$ cat src/rtl/seg_scan_pwm.sv
// Four-digit multiplexed seven-segment scanner with PWM dimming.
// Ports: CLK100MHZ, Reset (async, high), BCD3..BCD0 digit values,
//   PWM duty; SegmentDrivers active-low anodes, SevenSegment
//   active-low cathodes {DP,g,f,e,d,c,b,a}.
module seg_scan_pwm #(
  parameter int SCAN_BITS = 17,
  parameter int GUARD     = 16
) (
  input  logic       CLK100MHZ,
  input  logic       Reset,
  input  logic [3:0] BCD3,
  input  logic [3:0] BCD2,
  input  logic [3:0] BCD1,
  input  logic [3:0] BCD0,
  input  logic [7:0] PWM,
  output logic [7:0] SegmentDrivers,
  output logic [7:0] SevenSegment
);

  localparam logic [SCAN_BITS-1:0] GUARD_C =
    SCAN_BITS'(GUARD);

  logic [SCAN_BITS-1:0] scnt;
  logic [1:0]           idx;
  logic [7:0]           pcnt;
  logic [7:0]           pwm_lat;
  logic [3:0]           fb [4];

  logic       slot_start;
  logic       slot_end;
  logic       lit;
  logic [3:0] digit;
  logic [7:0] dec;
  logic [7:0] drv_nxt;
  logic [7:0] seg_nxt;

  assign slot_start = (scnt == '0);
  assign slot_end   = &scnt;

  // Output for this edge is built from the state
  // before the edge; slot 0..GUARD-1 is blanked so
  // freshly latched values never reach a lit digit.
  always_comb begin
    digit = fb[idx];
    lit   = (scnt >= GUARD_C) && (pcnt < pwm_lat);
    case (digit)
      4'd0:    dec = 8'hC0;
      4'd1:    dec = 8'hF9;
      4'd2:    dec = 8'hA4;
      4'd3:    dec = 8'hB0;
      4'd4:    dec = 8'h99;
      4'd5:    dec = 8'h92;
      4'd6:    dec = 8'h82;
      4'd7:    dec = 8'hF8;
      4'd8:    dec = 8'h80;
      4'd9:    dec = 8'h90;
      default: dec = 8'hFF;
    endcase
    drv_nxt = 8'hFF;
    seg_nxt = 8'hFF;
    if (lit) begin
      drv_nxt = ~(8'h01 << idx);
      seg_nxt = dec;
    end
  end

  always_ff @(posedge CLK100MHZ or posedge Reset) begin
    if (Reset) begin
      scnt           <= '0;
      idx            <= '0;
      pcnt           <= '0;
      pwm_lat        <= '0;
      fb             <= '{default: '0};
      SegmentDrivers <= 8'hFF;
      SevenSegment   <= 8'hFF;
    end else begin
      scnt <= scnt + 1'b1;
      pcnt <= pcnt + 1'b1;
      if (slot_end)
        idx <= idx + 1'b1;
      if (slot_start)
        pwm_lat <= PWM;
      if (slot_start && idx == 2'd0) begin
        fb[0] <= BCD0;
        fb[1] <= BCD1;
        fb[2] <= BCD2;
        fb[3] <= BCD3;
      end
      SegmentDrivers <= drv_nxt;
      SevenSegment   <= seg_nxt;
    end
  end

endmodule
$ cat config.mk
export PLATFORM = sky130hd
export DESIGN_NAME = seg_scan_pwm
export DESIGN_NICKNAME = d
export VERILOG_FILES = /design/src/rtl/seg_scan_pwm.sv
export SDC_FILE = /design/constraint.sdc
export NUM_CORES = 1
export LEC_CHECK = 0
export CAP_MARGIN = 20
export CORE_ASPECT_RATIO = 0.8
export CORE_MARGIN = 3
export CORE_UTILIZATION = 50
export CTS_CLUSTER_SIZE = 25
export DETAILED_ROUTE_END_ITERATION = 6
export DONT_BUFFER_PORTS = 1
export RECOVER_POWER = 50
export SLEW_MARGIN = 20
export SYNTH_ARGS = -nofsm -noshare
export SYNTH_HDL_FRONTEND = slang
export SYNTH_SLANG_ARGS = --single-unit
$ cat constraint.sdc
create_clock -name CLK100MHZ -period 3.7 [get_ports CLK100MHZ]
set_clock_uncertainty 0.15 [all_clocks]
set_input_delay 0.555 -clock CLK100MHZ [delete_from_list [all_inputs] [get_ports CLK100MHZ]]
set_output_delay 0.555 -clock CLK100MHZ [all_outputs]
set_load 0.02 [all_outputs]
Word level (Yosys, flattened, before mapping). Memories as Yosys holds them, arrays and structs flattened. Index checks and enable logic that the tools add are counted.

Register bits after elaboration: 67. ROM bits: 112. Bits of input ports: 26. Output and inout bits: 16. Logic and storage cells: 30. Memories kept: 1.

Memory list: (no name shown) (depth 16, bits a word 7, read ports 1, clocked after memory_dff 0, write ports 0, line 46) `case (digit)`.

Add/sub/neg operators: 3. Magnitude comparators: 3. Shift-type cells: 1. Multiplexer cells: 5. Bitwise gates (word level): 2. Reduce and logical (&&, ||, !) cells: 5.

Operators with widths (count): adder 17 x 1 -> 17 bit, second input constant (1); >= comparator 17 x 5 -> 1 bit, second input constant (1); logical NOT 17 bit (1); AND reduction 17 bit (1); two-way mux 8 bit (2); adder 8 x 1 -> 8 bit, second input constant (1); binary-select mux 4 bit (select 2 bit) (1); less-than comparator 8 bit (1); two-way mux 4 bit (2); NOT 8 bit (1); left shift 1 x 2 -> 8 bit, first input constant (1); >= comparator 3 bit, second input constant (1); NOT 2 -> 3 bit (1); adder 2 x 1 -> 2 bit, second input constant (1); logical AND 1 bit (2); logical NOT 2 bit (1).

Longest topological paths before layout. Gate-level depths: netlist of the first run. An unclocked memory read counts as a cell.

Word-level depth: 6. Depth in mapped cells: 8. Gate-level depth less buffers: 8.

Worst setup path before layout of the first run. No wires, ideal clock.

Kind: reg2reg. Start point: reg scnt[9]. End point: reg fb[10] (netlist bit). Setup time: 0.125 ns. Arrival: 1.822 ns. Data required time: 3.425 ns. Setup slack: 1.602 ns. Stages on the path, launching flop included: 7. Buffers on the path: 1. Cell sequence: dfrtp_1 -> nor4_2 -> nand4_1 -> nor4b_4 -> nand2_4 -> buf_6 -> mux2_4.

Longest elaborated chain between the ends: 2.

Ends and longest elaborated chain: start, declared (line 23) `logic [SCAN_BITS-1:0] scnt;`; start signal, assigned (line 77) `scnt <= scnt + 1'b1;`; logical NOT 17 bit (line 37) `assign slot_start = (scnt == '0);`; logical AND 1 bit (line 83) `if (slot_start && idx == 2'd0) begin`; end, declared (line 27) `logic [3:0] fb [4];`.

Every way passes these cells. A chain may end at the register's enable or synchronous reset.

==> flow_metrics.env, run 1 <==
export IMPL_viasPerCell=4.926
export IMPL_numClockSinks=62
export IMPL_drive_gt1_share_pct=19.31
export IMPL_yosysTopAreaCell="dfrtp_1"
export IMPL_die_area_um2=6845
export IMPL_worst_slew_pin_slew_ns=1.287
export IMPL_num_fill_cells=473
export IMPL_nets=300
export IMPL_synth_seq_cells=62
export IMPL_cts_tree="done"
export IMPL_finalCriticalPeriod_ns=2.441
export IMPL_coreArea_um2=5555
export IMPL_peakVddDrop_mv=0.2764
export IMPL_cts_root_buf="clkbuf_8"
export IMPL_wl_per_cell_um=14.43
export IMPL_rsz0062_at_grt="no"
export IMPL_clock_path_buffers=2
export IMPL_track_usage_pct=16.16
export IMPL_p_leak_nw=1.500
export IMPL_grt_pass1_vias=1663
export IMPL_n_antenna_cell=0
export IMPL_synthCells=243
export IMPL_hold_path_class="input port to flop"
export IMPL_die_h_um=74.61
export IMPL_grt_max_degree=26
export IMPL_grt_first_pass_wirelength_um=8231
export IMPL_dpl_hpwl_um=3606
export IMPL_port_buffer_count=0
export IMPL_fin_crit_sh_pct=65.97
export IMPL_fp_row_count=24
export IMPL_use_met3_pct=7.280
export IMPL_die_w_um=91.76
export IMPL_critPathKind="input port to async pin"
export IMPL_status="finished clean"
export IMPL_synth_top_area_share_pct=43.39
export IMPL_setup_viol=0
export IMPL_top_usage_layer="met2"
export IMPL_synth_area_um2=2942
export IMPL_drv_cap=0
export IMPL_grt_use_met2_pct=22.75
export IMPL_cp_max_fo=25
export IMPL_ant_nets=0
export IMPL_initial_core_util_pct=52.95
export IMPL_yosysWarnings=0
export IMPL_vias=1660
export IMPL_power_w=0.001286
export IMPL_gp_congestion=0.7799
export IMPL_final_hold_violation_count=0
export IMPL_critPathRequiredTime_ns=3.78
export IMPL_drtIter0Drc=59
export IMPL_cts_made_buffers=9
export IMPL_gr_usage_met1_pct=22.14
export IMPL_gr_total_overflow=0
export IMPL_ys_types=37
export IMPL_drv_slew=0
export IMPL_relSlewSlack_pct=14.17
export IMPL_max_freq_mhz=409.7
export IMPL_avgSynthCellArea_um2=12.11
export IMPL_remaining_drc_errors=0
export IMPL_synth_area_leaders="dfrtp_1 43%, dfstp_2 9.8%, ha_1 8.5%"
export IMPL_htreeDepth=3
export IMPL_critPathCaptureType="async pin"
export IMPL_io_pins=42
export IMPL_cts_resized=0
export IMPL_synth_seq_area_share_pct=53.21
export IMPL_power_density_nw_per_um2=404.0
export IMPL_antenna_found_initial=0
export IMPL_start_kind="input port"
export IMPL_worstPathArrival_ns=2.52
export IMPL_finalSetupTns_ns=0
export IMPL_routed_wl_um=4862
export IMPL_area_growth_pct=8.252
export IMPL_dr_pass1_iters=4
export IMPL_clock_latency_ns=0.34
export IMPL_cts_clk_slew_worst_paths_ns=0.07
-- area by class of cell --
class,count,area [um^2],share of cell area (%)
sequential,62,1565,49.16
multi-input combinational,158,1262,39.65
clock buffer,14,152.6,4.794
tap,78,97.59,3.065
inverter,19,71.32,2.240
timing repair buffer,4,25.02,0.7859
clock inverter,2,10.01,0.3143
-- state kept, by name, indices dropped and copies added (netlist names) --
name            count
pwm_lat             8
pcnt                8
SevenSegment        7
scnt               17
SegmentDrivers      4
idx                 2
fb                 16
-- layer usage --
layer,up-vias,part of all wire [%]
li1,833,-
met1,784,50
met2,41,44
met3,2,6.1
met4,0,0.37
met5,-,0
-- Yosys cell counts --
master,n
o21ai_0,13
nor4_2,1
clkbuf_1,1
and3_1,7
or2_2,1
nor4_1,1
o21ai_1,1
nand4_1,3
dfrtp_1,51
buf_4,5
dfstp_2,11
and2_1,2
a21o_1,2
a21oi_1,5
xor2_1,8
a211o_1,1
nor3_1,3
xnor2_1,13
buf_6,1
inv_1,19
o21bai_1,1
mux2_2,8
nand2_4,1
mux2_4,10
ha_1,20
nand2b_1,1
a211oi_1,1
nor4b_4,1
nand3_1,8
nor2b_1,1
o21a_1,1
mux4_2,4
nor2_1,11
buf_2,1
conb_1,1
o211ai_1,1
nand2_1,23
-- timing repair --
| action | in CTS | in global routing |
|---|---|---|
| endpoints found under the hold margin | 14 | 0 |
| hold buffers | 1 | 0 |
| buffers inserted | 0 | 0 |
-- logic make-up after synthesis --
group	after synthesis	synth area share (%)
AO/OA/AOI/OAI	26	5.062
buffers and inverters	27	4.381
flip-flops	62	53.21
AND/OR/NAND/NOR	64	11.23
other	1	0.1275
adder cells (fa/ha/maj)	20	8.507
multiplexers	22	11.23
XOR/XNOR	21	6.253
-- placed cells by master (no fill, tap or decap), drive strengths merged --
cell type,count
dfrtp,51
nand2,24
ha,20
inv,19
mux2,18
clkbuf,16
o21ai,14
xnor2,13
dfstp,11
nor2,11
nand3,8
xor2,8
and3,7
a21oi,5
conb,5
mux4,4
nor3,3
nand4,3
a21o,2
clkinv,2
nor4,2
and2,2
nor4b,1
nor2b,1
nand2b,1
a211o,1
o211ai,1
o21a,1
a211oi,1
o21bai,1
or2,1
dlygate4sd3,1
buf,1
-- worst paths after layout --
check,cells after the start,start,slack [ns],end
min in group asynchronous,2,Reset,0.57,scnt[7]
worst max-delay path,3,Reset,1.26,pcnt[5]
worst min-delay path,2,PWM[6],0.19,pwm_lat[6]
max in group CLK100MHZ,6,scnt[8],1.49,fb[2]
worst max register to register,6,scnt[8],1.49,fb[2]
worst min register to register,1,pcnt[7],0.33,pcnt[7]
-- stage by stage --
step / hold WS (ns) / util, % / instances / instance area (um^2) / setup slack [ns]
after detailed placement: 0.2676 / 54.35 / 320 / 3019 / 1.447
after global routing: 0.1719 / 57.32 / 337 / 3184 / 0.8578
after global placement: 0.2669 / 54.35 / 320 / 3019 / 1.465
final: 0.1879 / 57.32 / 337 / 3184 / 1.259
after CTS: 0.1703 / 57.46 / 337 / 3192 / 1.441
after floorplan: 0.2985 / - / 247 / 2957 / 1.472
-- where the power goes --
group | total (W) | switching (W) | internal (W) | leakage, nW
Clock | 0.000495 | 0.000235 | 0.000260 | 0.0844
Sequential | 0.000725 | 0.0000189 | 0.000706 | 0.744
Combinational | 0.0000669 | 0.0000402 | 0.0000267 | 0.672
-- critical path, stage by stage --
cell	delay [ns]
dlygate4sd3_1	0.53
inv_1	0.42
clkbuf_1	1.00
(Power assumes the default switching activity.)
==> inputs of run 2 (changes only) <==
==> constraint.sdc (replaced) <==
create_clock -name CLK100MHZ -period 2.4 [get_ports CLK100MHZ]
set_clock_uncertainty 0.15 [all_clocks]
set_input_delay 0.36 -clock CLK100MHZ [delete_from_list [all_inputs] [get_ports CLK100MHZ]]
set_output_delay 0.36 -clock CLK100MHZ [all_outputs]
set_load 0.02 [all_outputs]
==> run 2 against run 1 <==
Effect of this change: utilization grew 2.5 points; final cell count grew 3.0%; highest routed layer unchanged; routed wire length grew 1.3%; sequential share of layout area shrank 2.1 points; design area grew 4.4%; total power grew 64%; count of clock-buffer cells in the layout is the same; first-iteration DRC count shrank 8.5%; critical path depth grew 1; via count grew 5.1%.
==> flow_metrics.env, run 2 (synthesis gave the netlist of run 1 again) <==
export IMPL_status="finished clean"
export IMPL_critPathKind="flop to flop"
export IMPL_initial_core_util_pct=52.95
export IMPL_start_kind="flop"
export IMPL_critPathRequiredTime_ns=2.49
export IMPL_cts_resized=0
export IMPL_setup_viol=0
export IMPL_numClockSinks=62
export IMPL_port_buffer_count=0
export IMPL_ant_nets=0
export IMPL_final_hold_violation_count=0
export IMPL_coreArea_um2=5555
export IMPL_critPathCaptureType="flop"
export IMPL_rsz0062_at_grt="no"
export IMPL_nets=310
export IMPL_critPathMaxStageDelay_ns=0.67
export IMPL_routed_wl_um=4927
export IMPL_finalSetupTns_ns=0
export IMPL_cts_root_buf="clkbuf_8"
export IMPL_cp_max_fo=8
export IMPL_final_area_um2=3326
export IMPL_cts_made_buffers=9
export IMPL_n_antenna_cell=0
export IMPL_crit_chain="mux4_2 > o21a_1 > a211oi_1 > o21ai_0"
export IMPL_gr_total_overflow=0
export IMPL_cts_clk_slew_worst_paths_ns=0.07
export IMPL_gp_congestion=0.7759
export IMPL_area_growth_pct=13.06
export IMPL_clock_latency_ns=0.34
export IMPL_largest_reg_flops=17
export IMPL_wl_per_cell_um=14.20
export IMPL_clock_path_buffers=2
export IMPL_grt_max_degree=38
export IMPL_grt_pass1_vias=1728
export IMPL_final_common_cell="dfrtp_1"
export IMPL_antenna_found_initial=0
export IMPL_die_area_um2=6845
export IMPL_relSlewSlack_pct=37.78
export IMPL_worstPathArrival_ns=2.27
export IMPL_reg2reg_depth=4
export IMPL_track_usage_pct=15.77
export IMPL_dr_pass1_iters=4
export IMPL_max_freq_mhz=458.3
export IMPL_largest_register="scnt"
export IMPL_io_pins=42
export IMPL_fp_row_count=24
export IMPL_worst_slew_pin_slew_ns=0.9323
export IMPL_dpl_hpwl_um=3440
export IMPL_power_density_nw_per_um2=635.7
export IMPL_die_w_um=91.76
export IMPL_vias=1745
export IMPL_num_fill_cells=460
export IMPL_hold_depth=1
export IMPL_drv_slew=0
export IMPL_fin_crit_sh_pct=90.91
export IMPL_drv_cap=0
export IMPL_remaining_drc_errors=0
export IMPL_finalCriticalPeriod_ns=2.182
export IMPL_drtIter0Drc=54
export IMPL_drive_gt1_share_pct=20.07
export IMPL_htreeDepth=3
export IMPL_die_h_um=74.61
export IMPL_cts_tree="done"
export IMPL_layout_common_cells="51 x dfrtp_1, 23 x nand2_1, 20 x ha_1, 19 x inv_1"
export IMPL_grt_first_pass_wirelength_um=8211
export IMPL_placed_area_um2=3032
export IMPL_viasPerCell=5.029
export IMPL_reg_top3="scnt: 17 flops, fb: 16 flops"
export IMPL_peakVddDrop_mv=0.4377
export IMPL_hold_path_class="input port to flop"
export IMPL_cp_slowest_cell="mux4_2"
export IMPL_p_leak_nw=1.563
## run 2: cell types whose count changed in the layout (fill, tap and decap cells not counted), sizes merged
cell / previous run / this run
clkbuf: 16 / 15
dlygate4sd3: 1 / 11
buf: 1 / 2
clkinv: 2 / 1
clkinvlp: 0 / 1
## run 2: critical path: cells and delay by family (launching register included)
| kind | cells | cell delay [ns] |
|---|---|---|
| AO/OA/AOI/OAI | 3 | 0.68 |
| multiplexers | 1 | 0.67 |
| flip-flops | 1 | 0.59 |
## run 2: routing by layer
| layer | track usage (%) | vias up | wire length, um |
|---|---|---|---|
| met5 | 0 | - | 0 |
| met4 | 6.919 | 0 | 73 |
| met3 | 5.561 | 8 | 242 |
| met2 | 22.83 | 41 | 2117 |
| met1 | 21.66 | 850 | 2493 |
| li1 | - | 846 | - |
## run 2: final cells by class
cell class / instances / area, um^2 / area share [%]
clock buffers: 14 / 183.9 / 5.530
clock inverters: 2 / 12.51 / 0.3762
inverters: 19 / 71.32 / 2.144
multi-input cells: 158 / 1262 / 37.96
flip-flops and latches: 62 / 1565 / 47.07
well taps: 78 / 97.59 / 2.935
repair buffers: 14 / 132.6 / 3.988
## run 2: power by group
group          switching (W)  internal [W]  total, W
combinational      0.0000654     0.0000534  0.000119
clock               0.000385      0.000493  0.000878
sequential         0.0000289       0.00109   0.00112
## run 2: through the flow
| step | cells | worst slack, ns | util, % | hold WS, ns | power [W] |
|---|---|---|---|---|---|
| 6_report | 347 | 0.2183 | 59.86 | 0.01442 | 0.002114 |
| 5_1_grt | 347 | 0.05444 | 59.86 | 0.001400 | 0.002200 |
| 4_1_cts | 347 | 0.1963 | 60.09 | 0.00007611 | 0.002152 |
| 3_5_place_dp | 320 | 0.2181 | 54.57 | 0.1755 | 0.001245 |
| 3_3_place_gp | 320 | 0.2000 | 54.57 | 0.1756 | 0.001243 |
| 2_1_floorplan | 247 | 0.3024 | - | 0.2985 | 0.001222 |
## run 2: path summary, 6_finish.rpt
kind	start	end	slack (ns)
max	idx[0]	SevenSegment[0]	0.22
min	BCD0[2]	fb[14]	0.01
max reg2reg	idx[0]	SevenSegment[0]	0.22
min reg2reg	scnt[11]	scnt[11]	0.34
max in group asynchronous	Reset	SevenSegment[4]	0.45
min in group asynchronous	Reset	pwm_lat[5]	0.52
## run 2: timing repair
action,in CTS,in global routing
buffers inserted,0,0
endpoints found under the setup margin,0,0
hold buffers,11,0
hold endpoints to repair,26,0
